$ cat src/rtl/uart_rx.sv
// 8N1 UART receiver: two-flop synchroniser, mid-bit sampling, valid/ack holding register.
// Define UART_RX_PARITY_EN to receive an even-parity bit between data and stop (8E1).
module uart_rx #(
    parameter int CLK_FREQ     = 10000000,
    parameter int BAUDRATE     = 115200,
    parameter int CLKS_PER_BIT = CLK_FREQ / BAUDRATE
) (
    input  logic       clk,
    input  logic       rst_n,
    input  logic       rx_in,
    output logic [7:0] rx_data,
    output logic       rx_valid,
    input  logic       rx_ack,
    output logic       frame_err,
    output logic       overrun,
    output logic       parity_err,
    output logic       busy
);

    localparam int CNT_W = (CLKS_PER_BIT > 1) ? $clog2(CLKS_PER_BIT) : 1;
    localparam logic [CNT_W-1:0] CNT_FULL = CNT_W'(CLKS_PER_BIT - 1);
    localparam logic [CNT_W-1:0] CNT_HALF = CNT_W'(CLKS_PER_BIT / 2 - 1);

    typedef enum logic [2:0] {
        ST_IDLE,
        ST_START,
        ST_DATA,
        ST_PARITY,
        ST_STOP
    } state_t;

    state_t           state_reg, state_next;
    logic [1:0]       sync_reg;
    logic             rx_sync;
    logic [CNT_W-1:0] cnt_reg, cnt_next;
    logic [2:0]       bit_idx_reg, bit_idx_next;
    logic [7:0]       shift_reg, shift_next;
    logic             deliver_reg, deliver_next;
    logic [7:0]       rx_data_reg, rx_data_next;
    logic             rx_valid_reg, rx_valid_next;
    logic             frame_err_reg, frame_err_next;
    logic             overrun_reg, overrun_next;
    logic             parity_bad;
`ifdef UART_RX_PARITY_EN
    logic             parity_bit_reg, parity_bit_next;
    logic             parity_err_reg, parity_err_next;
`endif

    // Line idles high, so the synchroniser resets to 1 to avoid a phantom start bit.
    always_ff @(posedge clk or negedge rst_n) begin
        if (!rst_n) begin
            sync_reg <= 2'b11;
        end else begin
            sync_reg <= {sync_reg[0], rx_in};
        end
    end

    assign rx_sync = sync_reg[1];

`ifdef UART_RX_PARITY_EN
    assign parity_bad = (^shift_reg) != parity_bit_reg;
`else
    assign parity_bad = 1'b0;
`endif

    always_ff @(posedge clk or negedge rst_n) begin
        if (!rst_n) begin
            state_reg      <= ST_IDLE;
            cnt_reg        <= '0;
            bit_idx_reg    <= '0;
            shift_reg      <= '0;
            deliver_reg    <= 1'b0;
            rx_data_reg    <= '0;
            rx_valid_reg   <= 1'b0;
            frame_err_reg  <= 1'b0;
            overrun_reg    <= 1'b0;
`ifdef UART_RX_PARITY_EN
            parity_bit_reg <= 1'b0;
            parity_err_reg <= 1'b0;
`endif
        end else begin
            state_reg      <= state_next;
            cnt_reg        <= cnt_next;
            bit_idx_reg    <= bit_idx_next;
            shift_reg      <= shift_next;
            deliver_reg    <= deliver_next;
            rx_data_reg    <= rx_data_next;
            rx_valid_reg   <= rx_valid_next;
            frame_err_reg  <= frame_err_next;
            overrun_reg    <= overrun_next;
`ifdef UART_RX_PARITY_EN
            parity_bit_reg <= parity_bit_next;
            parity_err_reg <= parity_err_next;
`endif
        end
    end

    always_comb begin
        state_next      = state_reg;
        cnt_next        = cnt_reg;
        bit_idx_next    = bit_idx_reg;
        shift_next      = shift_reg;
        deliver_next    = 1'b0;
        frame_err_next  = 1'b0;
        rx_data_next    = rx_data_reg;
        rx_valid_next   = rx_valid_reg;
        overrun_next    = 1'b0;
`ifdef UART_RX_PARITY_EN
        parity_bit_next = parity_bit_reg;
        parity_err_next = 1'b0;
`endif

        case (state_reg)
            ST_IDLE: begin
                if (!rx_sync) begin
                    state_next = ST_START;
                    cnt_next   = '0;
                end
            end

            // Half a bit in: a high line here means a glitch, not a frame.
            ST_START: begin
                if (cnt_reg == CNT_HALF) begin
                    cnt_next = '0;
                    if (!rx_sync) begin
                        state_next   = ST_DATA;
                        bit_idx_next = '0;
                    end else begin
                        state_next = ST_IDLE;
                    end
                end else begin
                    cnt_next = cnt_reg + 1'b1;
                end
            end

            ST_DATA: begin
                if (cnt_reg == CNT_FULL) begin
                    cnt_next     = '0;
                    shift_next   = {rx_sync, shift_reg[7:1]};
                    bit_idx_next = bit_idx_reg + 3'd1;
                    if (bit_idx_reg == 3'd7) begin
`ifdef UART_RX_PARITY_EN
                        state_next = ST_PARITY;
`else
                        state_next = ST_STOP;
`endif
                    end
                end else begin
                    cnt_next = cnt_reg + 1'b1;
                end
            end

`ifdef UART_RX_PARITY_EN
            ST_PARITY: begin
                if (cnt_reg == CNT_FULL) begin
                    cnt_next        = '0;
                    parity_bit_next = rx_sync;
                    state_next      = ST_STOP;
                end else begin
                    cnt_next = cnt_reg + 1'b1;
                end
            end
`endif

            // Leave mid-stop-bit so a start edge right after the stop bit is caught.
            ST_STOP: begin
                if (cnt_reg == CNT_FULL) begin
                    cnt_next   = '0;
                    state_next = ST_IDLE;
                    if (!rx_sync) begin
                        frame_err_next = 1'b1;
                    end else if (parity_bad) begin
`ifdef UART_RX_PARITY_EN
                        parity_err_next = 1'b1;
`endif
                    end else begin
                        deliver_next = 1'b1;
                    end
                end else begin
                    cnt_next = cnt_reg + 1'b1;
                end
            end

            default: begin
                state_next = ST_IDLE;
                cnt_next   = '0;
            end
        endcase

        if (rx_valid_reg && rx_ack) begin
            rx_valid_next = 1'b0;
        end

        // A new byte always wins; it only counts as overrun if the old one was never acked.
        if (deliver_reg) begin
            rx_data_next  = shift_reg;
            rx_valid_next = 1'b1;
            overrun_next  = rx_valid_reg && !rx_ack;
        end
    end

    assign rx_data   = rx_data_reg;
    assign rx_valid  = rx_valid_reg;
    assign frame_err = frame_err_reg;
    assign overrun   = overrun_reg;
    assign busy      = (state_reg != ST_IDLE);
`ifdef UART_RX_PARITY_EN
    assign parity_err = parity_err_reg;
`else
    assign parity_err = 1'b0;
`endif

endmodule
$ cat config.mk
export PLATFORM = sky130hd
export DESIGN_NAME = uart_rx
export DESIGN_NICKNAME = d
export VERILOG_FILES = /design/src/rtl/uart_rx.sv
export SDC_FILE = /design/constraint.sdc
export NUM_CORES = 1
export LEC_CHECK = 0
export ABC_AREA = 1
export BUFFER_PORTS_ARGS = -buffer_cell sky130_fd_sc_hd__buf_2
export CAP_MARGIN = 20
export CORE_MARGIN = 2
export CORE_UTILIZATION = 55
export DETAILED_ROUTE_END_ITERATION = 8
export PLACE_DENSITY = 0.75
export SYNTH_ARGS = -nofsm -noshare
export SYNTH_HDL_FRONTEND = slang
export SYNTH_SLANG_ARGS = --single-unit
$ cat constraint.sdc
create_clock -name clk -period 2.12 [get_ports clk]
set_input_delay 0.318 -clock clk [delete_from_list [all_inputs] [get_ports clk]]
set_output_delay 0.318 -clock clk [all_outputs]
set_load 0.01 [all_outputs]
==> results of run 1 <==
[logic make-up after synthesis]
group           count (synthesis)  synth area share [%]
flops                          35                  54.3
other cells                     1                 0.232
compound gates                 22                  7.35
xor+xnor                        2                  1.08
simple gates                   91                  25.5
buf+inv                        31                  7.66
fa+ha+maj                       5                  3.87
[metal layers]
metal | GRT usage (%) | part of all wire [%] | wire length (um) | up-vias
met1 | 24.9 | 47 | 1300 | 560
li1 | - | - | - | 610
met2 | 32.1 | 46 | 1270 | 31
met5 | 0 | 0 | 0 | -
met3 | 7.14 | 5.2 | 145 | 8
met4 | 8.64 | 2.1 | 57 | 0
[layout make-up]
class | count | area share, %
clock buffer | 5 | 2.09
clock inverter | 3 | 2.44
inverter | 28 | 5.86
multi-input combinational | 121 | 34.3
sequential | 35 | 49.0
tap | 31 | 2.16
timing repair buffer | 15 | 4.18
[stage by stage]
| step | instance area (um2) | instances | power, mW |
|---|---|---|---|
| after floorplan | 1620 | 187 | 1.03 |
| after detailed placement | 1710 | 230 | 1.13 |
| after global placement | 1710 | 230 | 1.11 |
| final | 1790 | 238 | 1.60 |
| after CTS | 1790 | 238 | 1.60 |
| after global routing | 1790 | 238 | 1.70 |
[worst min path at each step]
stage / startpoint / to / slack (ns) / cells after the start
6_report: rst_n / cnt_reg[5] / 0.02 / 1
5_1_grt: rx_in / sync_reg[0] / 0.04 / 1
4_1_cts: rst_n / cnt_reg[6] / 0.04 / 1
3_5_place_dp: sync_reg[0] / sync_reg[1] / 0.35 / 0
3_3_place_gp: sync_reg[0] / sync_reg[1] / 0.35 / 0
2_1_floorplan: rst_n / bit_idx_reg[0] / 0.02 / 0
[synthesized netlist by cell type (2+ instances only)]
master / count
inv_1: 25
nand2_1: 57
nor3_1: 2
dfrtp_1: 33
or2_0: 2
ha_1: 5
o21ai_0: 18
dfstp_2: 2
nand3_1: 5
inv_2: 3
nor2_2: 2
xor2_1: 2
o22ai_1: 2
buf_4: 2
nor2_1: 16
[worst reg2reg max path, delay by kind of cell, from the launching register on]
kind	cells	cell delay (ns)
adders and majority gates	1	0.14
buffers and inverters	3	0.24
DFF	1	0.43
and+or+nand+nor	5	0.65
[power by group through the flow]
stage          Combinational [mW]  Sequential [mW]  Clock [mW]
5_1_grt                     0.432            0.750       0.520
6_report                    0.374            0.745       0.478
4_1_cts                     0.371            0.744       0.488
2_1_floorplan               0.278            0.749           0
3_3_place_gp                0.353            0.755           0
3_5_place_dp                0.368            0.757           0
==> impl_metrics.json, run 1 <==
{
  "multi_input_area_um2": 616,
  "setup_ws_ns": 0.493,
  "tightest_slew_ns": 0.731,
  "critical_path_depth": 3,
  "drtAntennaViolNets": 0,
  "io_pins": 17,
  "grt_max_degree": 36,
  "die_w_um": 58.2,
  "fp-row-count": 19,
  "layout_commonest_cell": "nand2_1",
  "finalSetupTns_ns": 0,
  "crit_path_start": "state_reg[1]",
  "grt_overflow": 0,
  "ys_ff_latch": 35,
  "htreeDepth": 2,
  "register_area_um2": 878,
  "clockBufferDepth": 2,
  "place.detailed.hpwl_um": 2060,
  "layout_min_cycle_time_ns": 1.63,
  "netlist.area_leader.share_pct": 51.0,
  "p_sw_share_pct": 32.8,
  "portBuffers": 15,
  "post_cts_buffers": 0,
  "p_per_area_mw_per_mm2": 890,
  "utilization_pct": 64.5,
  "crit_arrival_ns": 1.31,
  "status": "finished clean",
  "path_cells": "nor2_1 > nand2_1 > buf_2",
  "cp-endpoint": "busy",
  "synthTopCellsByArea": "dfrtp_1 51%, nand2_1 13%, inv_1 5.8%",
  "slowest_delay_ns": 0.46,
  "comb_power_share_pct": 23.4,
  "ir_drop_uv": 718,
  "crit_path_start_kind": "flop",
  "synth_cells": 187,
  "layout-drive-gt1-share_pct": 17.4,
  "r2r-start": "cnt_reg[1]",
  "synth-edff-count": 0,
  "drt_iter0_markers": 50,
  "worstPathRequired_ns": 1.80,
  "drc": 0,
  "final_nets": 215,
  "avgSynthCellArea_um2": 8.65,
  "cts_buffers": 5,
  "ys_seq_area_share_pct": 54.3,
  "die_h_um": 58.2,
  "via_per_inst": 5.08,
  "first_pass_iters": 4,
  "critPathTopFamily": "flip-flops",
  "holdWs_ns": 0.0171,
  "dieArea_mm2": 0.00339,
  "cp_max_fo": 5,
  "maxCapViolCount": 0,
  "cts_resized": 0,
  "layout_common_cells": "57 x nand2_1, 33 x dfrtp_1, 25 x inv_1",
  "grt_first_pass_wirelength_um": 5010,
  "cts_sinks": 35,
  "ys_types": 26,
  "path_clk_slew_ns": 0.11,
  "cts_tree": "built",
  "rsz0062_at_grt": "false",
  "pre_cts_ws_ns": 0.609,
  "reg2reg_depth": 9,
  "syn_nets": 196,
  "ys.flop_type": "dfrtp_1",
  "pwr-share-seq_pct": 46.7,
  "p_sw_mw": 0.524,
  "fillers": 232,
  "slew_headroom_pct": 51.3,
  "p_int_mw": 1.07,
  "diodes": 0,
  "syn2layout_area_growth_pct": 10.9,
  "ff2ff_setup_slack_ns": 0.60,
  "critPathCaptureType": "primary output",
  "period_share_pct": 76.7,
  "yosys_warnings": 0,
  "p_leak_nw": 0.971,
  "crit_type": "flop to primary output",
  "cpMaxStageDelayCell": "dfrtp_1",
  "worstHoldPathType": "input port to async pin",
  "clkPwrFrac_pct": 29.9,
  "fmax_ghz": 0.615,
  "crit_buf_inv": 1,
  "start_util_pct": 58.2,
  "place.gp.congestion": 0.878,
  "hold_viol_final": 0,
  "first_global_vias": 1186,
  "track_usage_pct": 20.2,
  "setup_viol": 0,
  "yosys.area.top_type": "dfrtp_1",
  "ys_async_sr_fraction_pct": 100,
  "antenna_found_initial": 0,
  "core_area_mm2": 0.00278,
  "wl_per_cell_um": 11.6,
  "routed_wl_um": 2770,
  "worstReg2RegEnd": "bit_idx_reg[0]",
  "root_buffer": "clkbuf_4",
  "vias": 1209,
  "netlist_area_mm2": 0.00162,
  "skew_ns": 0.00804,
  "cts_hold_buf": 0,
  "slew_violations": 0,
  "clk_latency_ns": 0.34
}
(Power assumes the default switching activity.)
==> run 2, diff against run 1 <==
--- a/config.mk
+++ b/config.mk
@@ -5,7 +5,7 @@
 export SDC_FILE = /design/constraint.sdc
 export NUM_CORES = 1
 export LEC_CHECK = 0
-export ABC_AREA = 1
+export ABC_AREA = 0
 export BUFFER_PORTS_ARGS = -buffer_cell sky130_fd_sc_hd__buf_2
 export CAP_MARGIN = 20
 export CORE_MARGIN = 2
==> constraint.sdc (replaced) <==
create_clock -name clk -period 1.55 [get_ports clk]
set_input_delay 0.2325 -clock clk [delete_from_list [all_inputs] [get_ports clk]]
set_output_delay 0.2325 -clock clk [all_outputs]
set_load 0.01 [all_outputs]
==> impl_metrics.json, run 2 <==
{
  "core_area_mm2": 0.00298,
  "grtUsageMet1_pct": 27.4,
  "pwr-share-seq_pct": 55.5,
  "routed_wl_um": 3380,
  "place.gp.congestion": 0.840,
  "first_pass_iters": 4,
  "finalSetupTns_ns": -4.18,
  "final_area_mm2": 0.00220,
  "track_usage_pct": 21.1,
  "place_area_mm2": 0.00195,
  "setup_viol": 22,
  "crit_arrival_ns": 2.03,
  "p_per_area_mw_per_mm2": 780,
  "grt_max_degree": 36,
  "path_clk_slew_ns": 0.11,
  "dieArea_mm2": 0.00351,
  "hold_viol_final": 0,
  "vias": 1188,
  "setup_ws_ns": -0.255,
  "fillers": 195,
  "drt_iter0_markers": 17,
  "worstHoldPathType": "input port to flop",
  "portBuffers": 15,
  "layout_commonest_cell": "dfrtp_1",
  "via_per_inst": 5.42,
  "clk_latency_ns": 0.34,
  "root_buffer": "clkbuf_4",
  "cts_sinks": 35,
  "cts_buffers": 5,
  "slew_violations": 0,
  "p_sw_share_pct": 26.7,
  "die_h_um": 59.2,
  "period_share_pct": 116,
  "final_nets": 194,
  "syn_nets": 144,
  "fp-row-count": 20,
  "netlist.area_leader.share_pct": 49.2,
  "p_leak_nw": 1.09,
  "syn2layout_area_growth_pct": 30.9,
  "p_int_mw": 1.26,
  "status": "finished, violations left",
  "clkPwrFrac_pct": 27.9,
  "layout-drive-gt1-share_pct": 48.9,
  "start_util_pct": 56.3,
  "rsz0062_at_grt": "true",
  "drtAntennaViolNets": 0,
  "htreeDepth": 2,
  "ys_async_sr_fraction_pct": 100,
  "synthTopCellsByArea": "dfrtp_1 49%, mux2_2 6.7%, mux2_4 6.3%",
  "grt_overflow": 0,
  "layout_common_cells": "33 x dfrtp_1, 25 x buf_4, 15 x buf_2",
  "worstPathRequired_ns": 1.77,
  "skew_ns": 0.00831,
  "antenna_found_initial": 0,
  "cp_max_fo": 11,
  "ys_seq_area_share_pct": 52.3,
  "place.detailed.hpwl_um": 2090,
  "fmax_ghz": 0.554,
  "synth_cells": 135,
  "clockBufferDepth": 2,
  "grt_first_pass_wirelength_um": 5440,
  "drc": 0,
  "use_met2_pct": 33.6,
  "yosys.area.top_type": "dfrtp_1",
  "ys_types": 42,
  "avgSynthCellArea_um2": 12.4,
  "synth-edff-count": 0,
  "synth_common_cells": "33 x dfrtp_1, 11 x nor2_1, 10 x mux2_2",
  "die_w_um": 59.2,
  "wl_per_cell_um": 15.4,
  "netlist_area_mm2": 0.00168,
  "ys_ff_latch": 35,
  "violations": "negative setup slack",
  "synth_most_common_cell": "dfrtp_1",
  "diodes": 0,
  "ys.flop_type": "dfrtp_1",
  "io_pins": 17,
  "maxCapViolCount": 0,
  "grtUsageMet3_pct": 5.90,
  "yosys_warnings": 0,
  "crit_type": "flop to flop",
  "critPathCaptureType": "flop",
  "p_sw_mw": 0.457,
  "ir_drop_uv": 444,
  "crit_path_start_kind": "flop",
  "comb_power_share_pct": 16.7,
  "first_global_vias": 1169,
  "cts_tree": "built",
  "layout_min_cycle_time_ns": 1.81,
  "busiest_layer": "met2"
}
run 2: cell types whose count changed in the layout (fill, tap and decap cells not counted), moves of 3 or more:
| cell | before | now |
|---|---|---|
| o21ai_0 | 18 | 1 |
| inv_2 | 3 | 0 |
| xnor2_1 | 0 | 5 |
| buf_4 | 0 | 25 |
| nor2b_1 | 0 | 3 |
| nand2_1 | 57 | 5 |
| mux2_4 | 0 | 8 |
| nor2_1 | 16 | 11 |
| inv_1 | 25 | 3 |
| buf_6 | 0 | 6 |
| mux2_2 | 0 | 9 |
run 2: cell families after synthesis:
kind of cell	count (synthesis)	share of synthesized area, %
AO/OA/AOI/OAI	15	6.64
XOR/XNOR	5	2.61
adder cells (fa/ha/maj)	5	3.73
buffers and inverters	11	3.80
flip-flops	35	52.3
multiplexers	17	13.0
other	1	0.223
AND/OR/NAND/NOR	46	17.7
run 2: critical path: stages (launching register included):
cell and delay, ns:
dfrtp_1 0.40, inv_1 0.06, ha_1 0.13, and4b_2 0.26, nand2_4 0.07, nor4b_4 0.30, buf_12 0.18, mux2_4 0.30
run 2: final timing paths:
path | start | endpoint | slack, ns | cells past startpoint
min in group asynchronous | rst_n | cnt_reg[5] | 0.44 | 3
setup reg to reg | cnt_reg[1] | shift_reg[4] | -0.26 | 7
hold / removal | rx_ack | rx_valid | 0.19 | 3
setup / recovery | cnt_reg[1] | shift_reg[4] | -0.26 | 7
hold reg to reg | sync_reg[0] | sync_reg[1] | 0.36 | 0
max in group asynchronous | rst_n | sync_reg[0] | 0.77 | 3
run 2: what timing repair did:
item	in CTS	in global routing
endpoints found under the hold margin	34	0
buffers inserted	9	3
resized for setup	16	8
hold buffers	2	0
setup endpoints to repair	20	23
pin swaps	3	7
gates cloned	0	0
run 2: power by group through the flow:
| stage | clock network [mW] | registers (mW) | logic [mW] |
|---|---|---|---|
| 6_report | 0.477 | 0.950 | 0.286 |
| 5_1_grt | 0.534 | 0.951 | 0.311 |
| 4_1_cts | 0.491 | 0.948 | 0.244 |
| 3_5_place_dp | 0 | 0.966 | 0.196 |
| 3_3_place_gp | 0 | 0.964 | 0.190 |
| 2_1_floorplan | 0 | 0.974 | 0.0937 |
run 2: per-stage QoR:
stage | util (%) | power (mW) | hold slack [ns] | instances | setup WS (ns)
2_1_floorplan | - | 1.07 | -0.0631 | 135 | -0.269
3_3_place_gp | 65.5 | 1.15 | 0.279 | 200 | -0.218
3_5_place_dp | 65.5 | 1.16 | 0.287 | 200 | -0.268
4_1_cts | 72.2 | 1.68 | 0.179 | 217 | -0.244
5_1_grt | 73.8 | 1.80 | 0.196 | 219 | -0.332
6_report | 73.8 | 1.71 | 0.194 | 219 | -0.255
run 2: per-layer routing:
metal / part of all wire [%] / wire length, um
met1: 46 / 1560
met2: 50 / 1690
met3: 2.8 / 95
met4: 0.77 / 26
met5: 0 / 0
run 2: layout make-up:
type                            count  area [um2]  share of cell area (%)
Inverter                            4        17.5                   0.797
Multi-Input combinational cell     89         816                    37.1
Clock inverter                      2        12.5                   0.569
Tap cell                           33        41.3                    1.88
Clock buffer                        6        41.3                    1.88
Timing Repair Buffer               50         390                    17.8
Sequential cell                    35         878                    40.0
